==> src/rtl/uart_cmd_pkg.sv <==
// Shared types, ASCII constants and hex helpers for the UART command parser.
// Uppercase hex only: '0'-'9', 'A'-'F'.
package uart_cmd_pkg;

  typedef enum logic [2:0] {
    IDLE,
    DRAIN_REQ,
    DRAIN_CAP,
    PARSE,
    RESPOND
  } state_t;

  localparam logic [7:0] CH_W  = 8'h57;
  localparam logic [7:0] CH_R  = 8'h52;
  localparam logic [7:0] CH_O  = 8'h4F;
  localparam logic [7:0] CH_K  = 8'h4B;
  localparam logic [7:0] CH_E  = 8'h45;
  localparam logic [7:0] CH_CR = 8'h0D;
  localparam logic [7:0] CH_LF = 8'h0A;

  function automatic logic is_hex(input logic [7:0] c);
    return ((c >= 8'h30) && (c <= 8'h39)) ||
           ((c >= 8'h41) && (c <= 8'h46));
  endfunction

  // Only meaningful when is_hex(c) holds.
  function automatic logic [3:0] hex_to_nib(input logic [7:0] c);
    return c[3:0] + (c[6] ? 4'd9 : 4'd0);
  endfunction

  function automatic logic [7:0] nib_to_hex(input logic [3:0] n);
    return (n < 4'd10) ? {4'h3, n} : (8'h37 + {4'h0, n});
  endfunction

endpackage

==> src/rtl/uart_cmd_parser.sv <==
// Sentence-based UART command parser: W<a><hh> writes, R<a> reads a register.
// Define UART_CMD_ECHO_EN to echo every drained byte to TX ahead of the reply.
module uart_cmd_parser
  import uart_cmd_pkg::*;
#(
  parameter int MAX_LEN   = 16,
  parameter int REG_COUNT = 16
) (
  input  logic                   clock,
  input  logic                   reset,
  input  logic                   rx_fifo_empty,
  input  logic [7:0]             rx_fifo_data_out,
  input  logic                   rx_sentence_received,
  output logic                   rx_fifo_read_en,
  output logic [7:0]             tx_fifo_data_in,
  output logic                   tx_fifo_write_en,
  output logic [8*REG_COUNT-1:0] ctrl_regs,
  output logic                   busy,
  output logic [7:0]             cmd_count
);

  localparam int LW = $clog2(MAX_LEN + 1);
  localparam int IW = (MAX_LEN > 1) ? $clog2(MAX_LEN) : 1;
  localparam int AW = (REG_COUNT > 1) ? $clog2(REG_COUNT) : 1;
  localparam logic [4:0] RC = 5'(REG_COUNT);

  state_t        state;
  logic          pending;
  logic          overflow;
  logic [LW-1:0] len;
  logic [7:0]    sbuf [MAX_LEN];
  logic [7:0]    regs [REG_COUNT];
  logic [7:0]    rsp  [4];
  logic [1:0]    idx;
  logic [7:0]    cnt;

  logic [3:0] addr;
  logic [7:0] wdata;
  logic [7:0] rval;
  logic       addr_ok;
  logic       w_ok;
  logic       r_ok;
  logic       keep;

  // Decode the stored sentence as a W or R command.
  always_comb begin
    addr    = hex_to_nib(sbuf[1]);
    wdata   = {hex_to_nib(sbuf[2]), hex_to_nib(sbuf[3])};
    rval    = regs[addr[AW-1:0]];
    addr_ok = is_hex(sbuf[1]) && ({1'b0, addr} < RC);
    w_ok    = !overflow && (len == LW'(4)) &&
              (sbuf[0] == CH_W) && addr_ok &&
              is_hex(sbuf[2]) && is_hex(sbuf[3]);
    r_ok    = !overflow && (len == LW'(2)) &&
              (sbuf[0] == CH_R) && addr_ok;
    keep    = (rx_fifo_data_out != CH_CR) &&
              (rx_fifo_data_out != CH_LF);
  end

  // Control FSM, sentence storage, register file and command counter.
  always_ff @(posedge clock) begin
    if (reset) begin
      state    <= IDLE;
      pending  <= 1'b0;
      overflow <= 1'b0;
      len      <= '0;
      idx      <= '0;
      cnt      <= '0;
      rsp      <= '{CH_E, CH_R, CH_CR, CH_LF};
      for (int i = 0; i < REG_COUNT; i++)
        regs[i] <= '0;
    end else begin
      if (rx_sentence_received)
        pending <= 1'b1;
      unique case (state)
        IDLE: begin
          if (pending) begin
            pending  <= rx_sentence_received;
            len      <= '0;
            overflow <= 1'b0;
            state    <= DRAIN_REQ;
          end
        end
        DRAIN_REQ: begin
          state <= rx_fifo_empty ? PARSE : DRAIN_CAP;
        end
        DRAIN_CAP: begin
          state <= DRAIN_REQ;
          if (keep) begin
            if (len < LW'(MAX_LEN)) begin
              sbuf[len[IW-1:0]] <= rx_fifo_data_out;
              len <= len + LW'(1);
            end else begin
              overflow <= 1'b1;
            end
          end
        end
        PARSE: begin
          idx <= '0;
          if ((len == '0) && !overflow) begin
            state <= IDLE;
          end else begin
            state <= RESPOND;
            if (w_ok) begin
              regs[addr[AW-1:0]] <= wdata;
              cnt <= cnt + 8'd1;
              rsp <= '{CH_O, CH_K, CH_CR, CH_LF};
            end else if (r_ok) begin
              cnt <= cnt + 8'd1;
              rsp <= '{nib_to_hex(rval[7:4]),
                       nib_to_hex(rval[3:0]),
                       CH_CR, CH_LF};
            end else begin
              rsp <= '{CH_E, CH_R, CH_CR, CH_LF};
            end
          end
        end
        RESPOND: begin
          idx <= idx + 2'd1;
          if (idx == 2'd3)
            state <= IDLE;
        end
        default: state <= IDLE;
      endcase
    end
  end

  // Strobes decoded from state; reset silences them in the same cycle.
  always_comb begin
    busy             = 1'b0;
    rx_fifo_read_en  = 1'b0;
    tx_fifo_write_en = 1'b0;
    tx_fifo_data_in  = 8'h00;
    if (!reset) begin
      busy            = (state != IDLE);
      rx_fifo_read_en = (state == DRAIN_REQ) && !rx_fifo_empty;
      if (state == RESPOND) begin
        tx_fifo_write_en = 1'b1;
        tx_fifo_data_in  = rsp[idx];
      end
`ifdef UART_CMD_ECHO_EN
      if (state == DRAIN_CAP) begin
        tx_fifo_write_en = 1'b1;
        tx_fifo_data_in  = rx_fifo_data_out;
      end
`endif
    end
  end

  // Flatten the register file onto the output bus.
  always_comb begin
    for (int i = 0; i < REG_COUNT; i++)
      ctrl_regs[8*i +: 8] = regs[i];
  end

  assign cmd_count = cnt;

endmodule
==> config.mk <==
export PLATFORM = sky130hd
export DESIGN_NAME = uart_cmd_parser
export DESIGN_NICKNAME = d
export VERILOG_FILES = /design/src/rtl/uart_cmd_pkg.sv /design/src/rtl/uart_cmd_parser.sv
export SDC_FILE = /design/constraint.sdc
export NUM_CORES = 1
export LEC_CHECK = 0
export CAP_MARGIN = 20
export CORE_MARGIN = 10
export CORE_UTILIZATION = 50
export DETAILED_ROUTE_END_ITERATION = 7
export GPL_TIMING_DRIVEN = 0
export PLACE_DENSITY = 0.84
export SYNTH_ARGS = -nofsm -noshare
export SYNTH_HDL_FRONTEND = slang
export SYNTH_SLANG_ARGS = --single-unit
==> constraint.sdc <==
create_clock -name clock -period 4 [get_ports clock]
set_input_delay 0.8 -clock clock [delete_from_list [all_inputs] [get_ports clock]]
set_output_delay 0.8 -clock clock [all_outputs]
set_load 0.02 [all_outputs]
==> run summary, run 1 <==
status - finished clean
Resize count post-CTS - 0
Area contributors post-synth - edfxtp_1, mux4_2, dfxtp_1
worst endpoint required time - 4340 ps
post-synth top area cell - edfxtp_1
number of buffers created by CTS - 17
PwrDens - 373 nW/um^2
Setup violations, final - 0
clk slew on worst S/H paths - 70 ps
most frequent cells in the layout - nor2_1, edfxtp_1, clkdlybuf4s50_1
vias - 6927
number of flops mapped to enable cells by yosys - 160
Slew Viols, Final - 0
leakage - 4.08 nW
post-CTS setup buffers - 0
Syn-to-layout area delta - 27.3%
distinct cell type count of the synthesized netlist - 61
Die H - 155 um
total routed wirelength - 26900 um
initial antenna violation count - 0
H-tree level count - 4
Initial DRC Count - 806
largest net degree at the start of global routing - 20
CTS tree - built
CORE AREA - 17900 sq um
fin nets - 932
synthesized flop and latch total - 194
I/O pin count - 159
Initial Utilization - 0.507
Synth Net Count - 753
number of max-cap violations - 0
ANT cells - 0
# hold bufs at CTS - 0
Synth top area share - 0.530
Tightest Pin Transition - 1210 ps
row count - 49
worst clock skew - 10.8 ps
Hold WC Path Type - flop to flop
f_max - 261 MHz
Post-Syn Area - 9070 sq um
First-pass DRT Iterations - 5
WL per Instance - 23.4 um
Congestion Overflow GR - 0
Root Driver - clkbuf_16
min Tclk post-route - 3830 ps
Arrival @ worst endpoint - 4170 ps
CP Class - flop to flop
Post-route DRC - 0
Worst Setup Start Kind - flop
cells after synthesis - 727
vias per inst - 6.03
Detailed Place HPWL - 19600 um
placed inst area - 10900 sq um
Util after Layout - 0.645
YS warnings - 0
Clock Sinks - 194
layout cell share with drive strength beyond 1 - 0.119
Avg Cell Area, Syn - 12.5 sq um
worst vdd ir - 326 uV
slew margin rel. - 0.192
Chip Width - 155 um
largest buffer count on any clock path - 2
CP endpoint kind - flop
GPL Wtd Cong - 0.893
Finished Cell Area - 11500 sq um
number of global-route vias before repair - 6896
Tot GR Track Use - 0.219
first-pass GRT wire length - 40200 um
count of input and output buffers - 157
Hold Vio Cnt, Final - 0
Routed Antenna Nets - 0
setup slack, reg-to-reg - 170 ps
Seq/Total Area, Yosys - 0.605
part of the cycle the worst path needs - 0.957
most common cell after layout, fill and taps aside - nor2_1
RSZ-0062 raised after global routing - no
prevailing post-synth register cell - edfxtp_1
setup tns final - 0 ps
area of the die - 23900 sq um
worst-skew pair later-pin latency - 450 ps
asr flop ratio synth - 0
crit-path max FO - 10
-- power breakdown --
| part | internal (W) | switching [W] | leakage, nW |
|---|---|---|---|
| registers | 0.00223 | 0.0000358 | 1.88 |
| logic | 0.000136 | 0.000187 | 1.90 |
| clock network | 0.000891 | 0.000822 | 0.291 |
-- cell usage after synthesis, types with 3 or more instances --
cell and instances:
xor2_1 11, o211ai_1 4, a21oi_1 16, nand3b_1 3
mux2i_1 21, nor4_1 3, clkbuf_1 14, buf_6 5
or3_1 3, nand2_4 4, nor3b_1 3, dfxtp_1 34
nand2b_1 4, mux4_2 32, nor2b_1 7, and3b_1 4
ha_1 14, o21ai_0 8, a22oi_1 3, nor2_1 174
o2111ai_1 3, a31oi_1 6, a21o_1 3, nand2_1 59
inv_1 7, nand3_1 18, nor3_1 8, or2_2 5
nor4b_1 3, xnor2_1 6, edfxtp_1 160, o21bai_1 17
and3_1 5, buf_2 11, and2_1 9, buf_4 5
-- cell type report --
class,instances,area [sq um]
inverter,8,30.0
sequential,194,5490
clock buffer,17,425
timing repair buffer,160,1590
clock inverter,15,168
fill,1280,6360
buffer,37,209
multi-input combinational,488,3350
tap,229,287
-- layer usage --
layer / vias to the layer above / part of all wire / track usage
li1: 2999 / - / -
met1: 3347 / 0.36 / 0.262
met2: 501 / 0.49 / 0.367
met3: 80 / 0.12 / 0.0649
met4: 0 / 0.030 / 0.0801
met5: - / 0 / 0
-- critical path: stages (launching register included) --
cell and delay [ps]:
edfxtp_1 450, ha_1 230, ha_1 390, buf_1 710, mux4_2 440, nand2_1 80
nand2_1 50, o21ai_0 540, ha_1 290, o211ai_1 110, xnor2_1 200, a22o_1 230
-- worst paths after layout --
| path | startpoint | endpoint | cells past startpoint |
|---|---|---|---|
| max | sbuf[1][6]$_DFFE_PP_ | rsp[18]$_SDFFE_PP0P_ | 11 |
| min | rsp[28]$_SDFFE_PP0P_ | rsp[28]$_SDFFE_PP0P_ | 1 |
| max reg2reg | sbuf[1][6]$_DFFE_PP_ | rsp[18]$_SDFFE_PP0P_ | 11 |
| min reg2reg | rsp[28]$_SDFFE_PP0P_ | rsp[28]$_SDFFE_PP0P_ | 1 |
-- metrics by stage --
step           worst slack, ps  instances  hold slack (ps)  total power [W]
2_1_floorplan             1290        727              426          0.00246
3_3_place_gp               262       1113              433          0.00262
3_5_place_dp               252       1113              448          0.00263
4_1_cts                    233       1145              465          0.00429
5_1_grt                   99.2       1148              487          0.00441
6_report                   173       1148              474          0.00430
-- cells by family after synthesis --
family | count (synthesis) | share of synthesized area
adder cells (fa/ha/maj) | 14 | 0.0193
XOR/XNOR | 20 | 0.0218
AND/OR/NAND/NOR | 321 | 0.163
buffers and inverters | 45 | 0.0263
flip-flops | 194 | 0.605
other | 1 | 0.000413
AO/OA/AOI/OAI | 76 | 0.0581
multiplexers | 56 | 0.107
-- state kept, by name, indices dropped and copies added (netlist names) --
register,flops
overflow,1
len,5
regs,128
pending,1
sbuf,32
rsp,14
idx,2
cmd_count,8
state,3
Power figures use the tool's default switching activity.
==> inputs of run 2 (changes only) <==
Settings changed: SLEW_MARGIN from default to 25.
==> run 2 against run 1 <==
  * Largest cell class unchanged
  * Largest power group unchanged
  * Clock power about the same
  * Final cell count decreased by 0.26%
  * Register-to-register slack gained 40 ps
  * Sequential power hardly changed
==> run summary, run 2 (same netlist as run 1, synthesis figures left out) <==
Slew Viols, Final - 0 (unchanged)
part of the cycle the worst path needs - 0.948 (-0.00894)
crit-path max FO - 10 (unchanged)
Worst Setup Start Kind - flop
Syn-to-layout area delta - 27.3% (about the same)
Tightest Pin Transition - 1050 ps (-160 ps)
I/O pin count - 159 (unchanged)
post-CTS setup buffers - 0 (unchanged)
row count - 49 (unchanged)
CTS tree - built
Post-route DRC - 0 (unchanged)
Hold Worst Slack - 471 ps (-3.34 ps)
Setup Slack @ Placement - 252 ps (unchanged)
setup ws final - 209 ps (+35.8 ps)
worst vdd ir - 326 uV (about the same)
GPL Wtd Cong - 0.893 (unchanged)
Chip Width - 155 um (unchanged)
worst clock skew - 15.3 ps (+4.48 ps)
largest delay contributor family on the critical path - adder cells
most common cell after layout, fill and taps aside - nor2_1
worst-skew pair later-pin latency - 450 ps (about the same)
initial antenna violation count - 0 (unchanged)
Top reg by flops - regs
First-pass DRT Iterations - 6 (+1)
H-tree level count - 4 (unchanged)
first-pass GRT wire length - 40200 um (unchanged)
WL per Instance - 23.5 um (+0.25%)
Clock Sinks - 194 (unchanged)
number of global-route vias before repair - 6896 (unchanged)
Finished Cell Area - 11600 sq um (about the same)
fin nets - 929 (-0.32%)
max reg flops - 128 (unchanged)
number of buffers created by CTS - 17 (unchanged)
Comb power frac - 0.075 (about the same)
number of max-cap violations - 0 (unchanged)
leakage - 4.09 nW (+0.18%)
placed inst area - 10900 sq um (unchanged)
Tot GR Track Use - 0.219 (unchanged)
Hold WC Path Type - flop to flop
min Tclk post-route - 3790 ps (-35.8 ps)
slew margin rel. - 0.299 (+0.107)
PwrDens - 373 nW/um^2 (about the same)
CP endpoint kind - flop
ANT cells - 0 (unchanged)
Root Driver - clkbuf_16
total routed wirelength - 26900 um (about the same)
CP Cell Sequence - ha_1 -> ha_1 -> buf_1 -> mux4_2 -> nand2_1 -> nand2_1 -> o21ai_0 -> ha_1 -> o211ai_1 -> xnor2_1 -> a22o_1
Setup violations, final - 0 (unchanged)
slowest CP cell - buf_1
f_max - 264 MHz (+0.94%)
Initial Utilization - 0.507 (unchanged)
clock share of power - 0.399 (about the same)
vias - 6952 (+0.36%)
setup tns final - 0 ps (unchanged)
sequential share of power - 0.526 (about the same)
Congestion Overflow GR - 0 (unchanged)
CP Class - flop to flop
layout cell share with drive strength beyond 1 - 0.124 (+0.00585)
# hold bufs at CTS - 0 (unchanged)
DP Cell Count - 1113 (unchanged)
worst endpoint required time - 4350 ps (about the same)
Resize count post-CTS - 0 (unchanged)
Hold Vio Cnt, Final - 0 (unchanged)
CORE AREA - 17900 sq um (unchanged)
largest buffer count on any clock path - 2 (unchanged)
CP dominant cell by count - ha_1
Initial DRC Count - 959 (+19%)
Finished Layout Cells - 1145 (-0.26%)
clk slew on worst S/H paths - 70 ps (about the same)
RSZ-0062 raised after global routing - no
Net Sw Frac - 0.243 (+0.000403)
slowest cell delay on critical path - 720 ps (about the same)
cell-internal power - 0.00326 W (about the same)
area of the die - 23900 sq um (unchanged)
CP bufs+invs - 1 (unchanged)
Arrival @ worst endpoint - 4140 ps (-30 ps)
largest net degree at the start of global routing - 20 (unchanged)
status - finished clean
Net Sw Power - 0.00105 W (+0.21%)
count of input and output buffers - 157 (unchanged)
vias per inst - 6.07 (+0.62%)
Routed Antenna Nets - 0 (unchanged)
Die H - 155 um (unchanged)
Detailed Place HPWL - 19600 um (unchanged)
most frequent cells in the layout - nor2_1, edfxtp_1, clkdlybuf4s50_1
run 2: changes by cell type in the layout (fill, tap and decap cells not counted):
cell      change
o21bai_1      -8
o21bai_2      +8
buf_4         -3
run 2: path summary, 6_finish.rpt:
check	start	endpoint	slack (ps)	cells past startpoint
max	sbuf[1][6]$_DFFE_PP_	rsp[18]$_SDFFE_PP0P_	210	11
min	rsp[28]$_SDFFE_PP0P_	rsp[28]$_SDFFE_PP0P_	470	1
min reg2reg	rsp[28]$_SDFFE_PP0P_	rsp[28]$_SDFFE_PP0P_	470	1
max reg2reg	sbuf[1][6]$_DFFE_PP_	rsp[18]$_SDFFE_PP0P_	210	11
run 2: power groups by stage:
stage	registers [W]	clock network, W	logic [W]
2_1_floorplan	0.00236	0	0.000105
3_3_place_gp	0.00231	0	0.000315
3_5_place_dp	0.00231	0	0.000318
4_1_cts	0.00226	0.00170	0.000321
5_1_grt	0.00227	0.00180	0.000339
6_report	0.00226	0.00172	0.000323
run 2: metrics by stage:
stage | utilization | power, W
finish | 0.645 | 0.00430
global route | 0.645 | 0.00440
CTS | 0.644 | 0.00429
detailed placement | 0.611 | 0.00263
global placement | 0.611 | 0.00262
floorplan | - | 0.00246
run 2: layer usage:
layer | vias up | track usage | wire length [um]
met5 | - | 0 | 0
met4 | 0 | 0.0801 | 760
met3 | 72 | 0.0649 | 3240
met2 | 528 | 0.367 | 13200
met1 | 3358 | 0.262 | 9650
li1 | 2994 | - | -
run 2: layout make-up:
cell class / instances / area, sq um
Fill cell: 1279 / 6350
Inverter: 8 / 30.0
Clock inverter: 15 / 168
Buffer: 37 / 209
Timing Repair Buffer: 157 / 1570
Sequential cell: 194 / 5490
Multi-Input combinational cell: 488 / 3380
Clock buffer: 17 / 425
Tap cell: 229 / 287
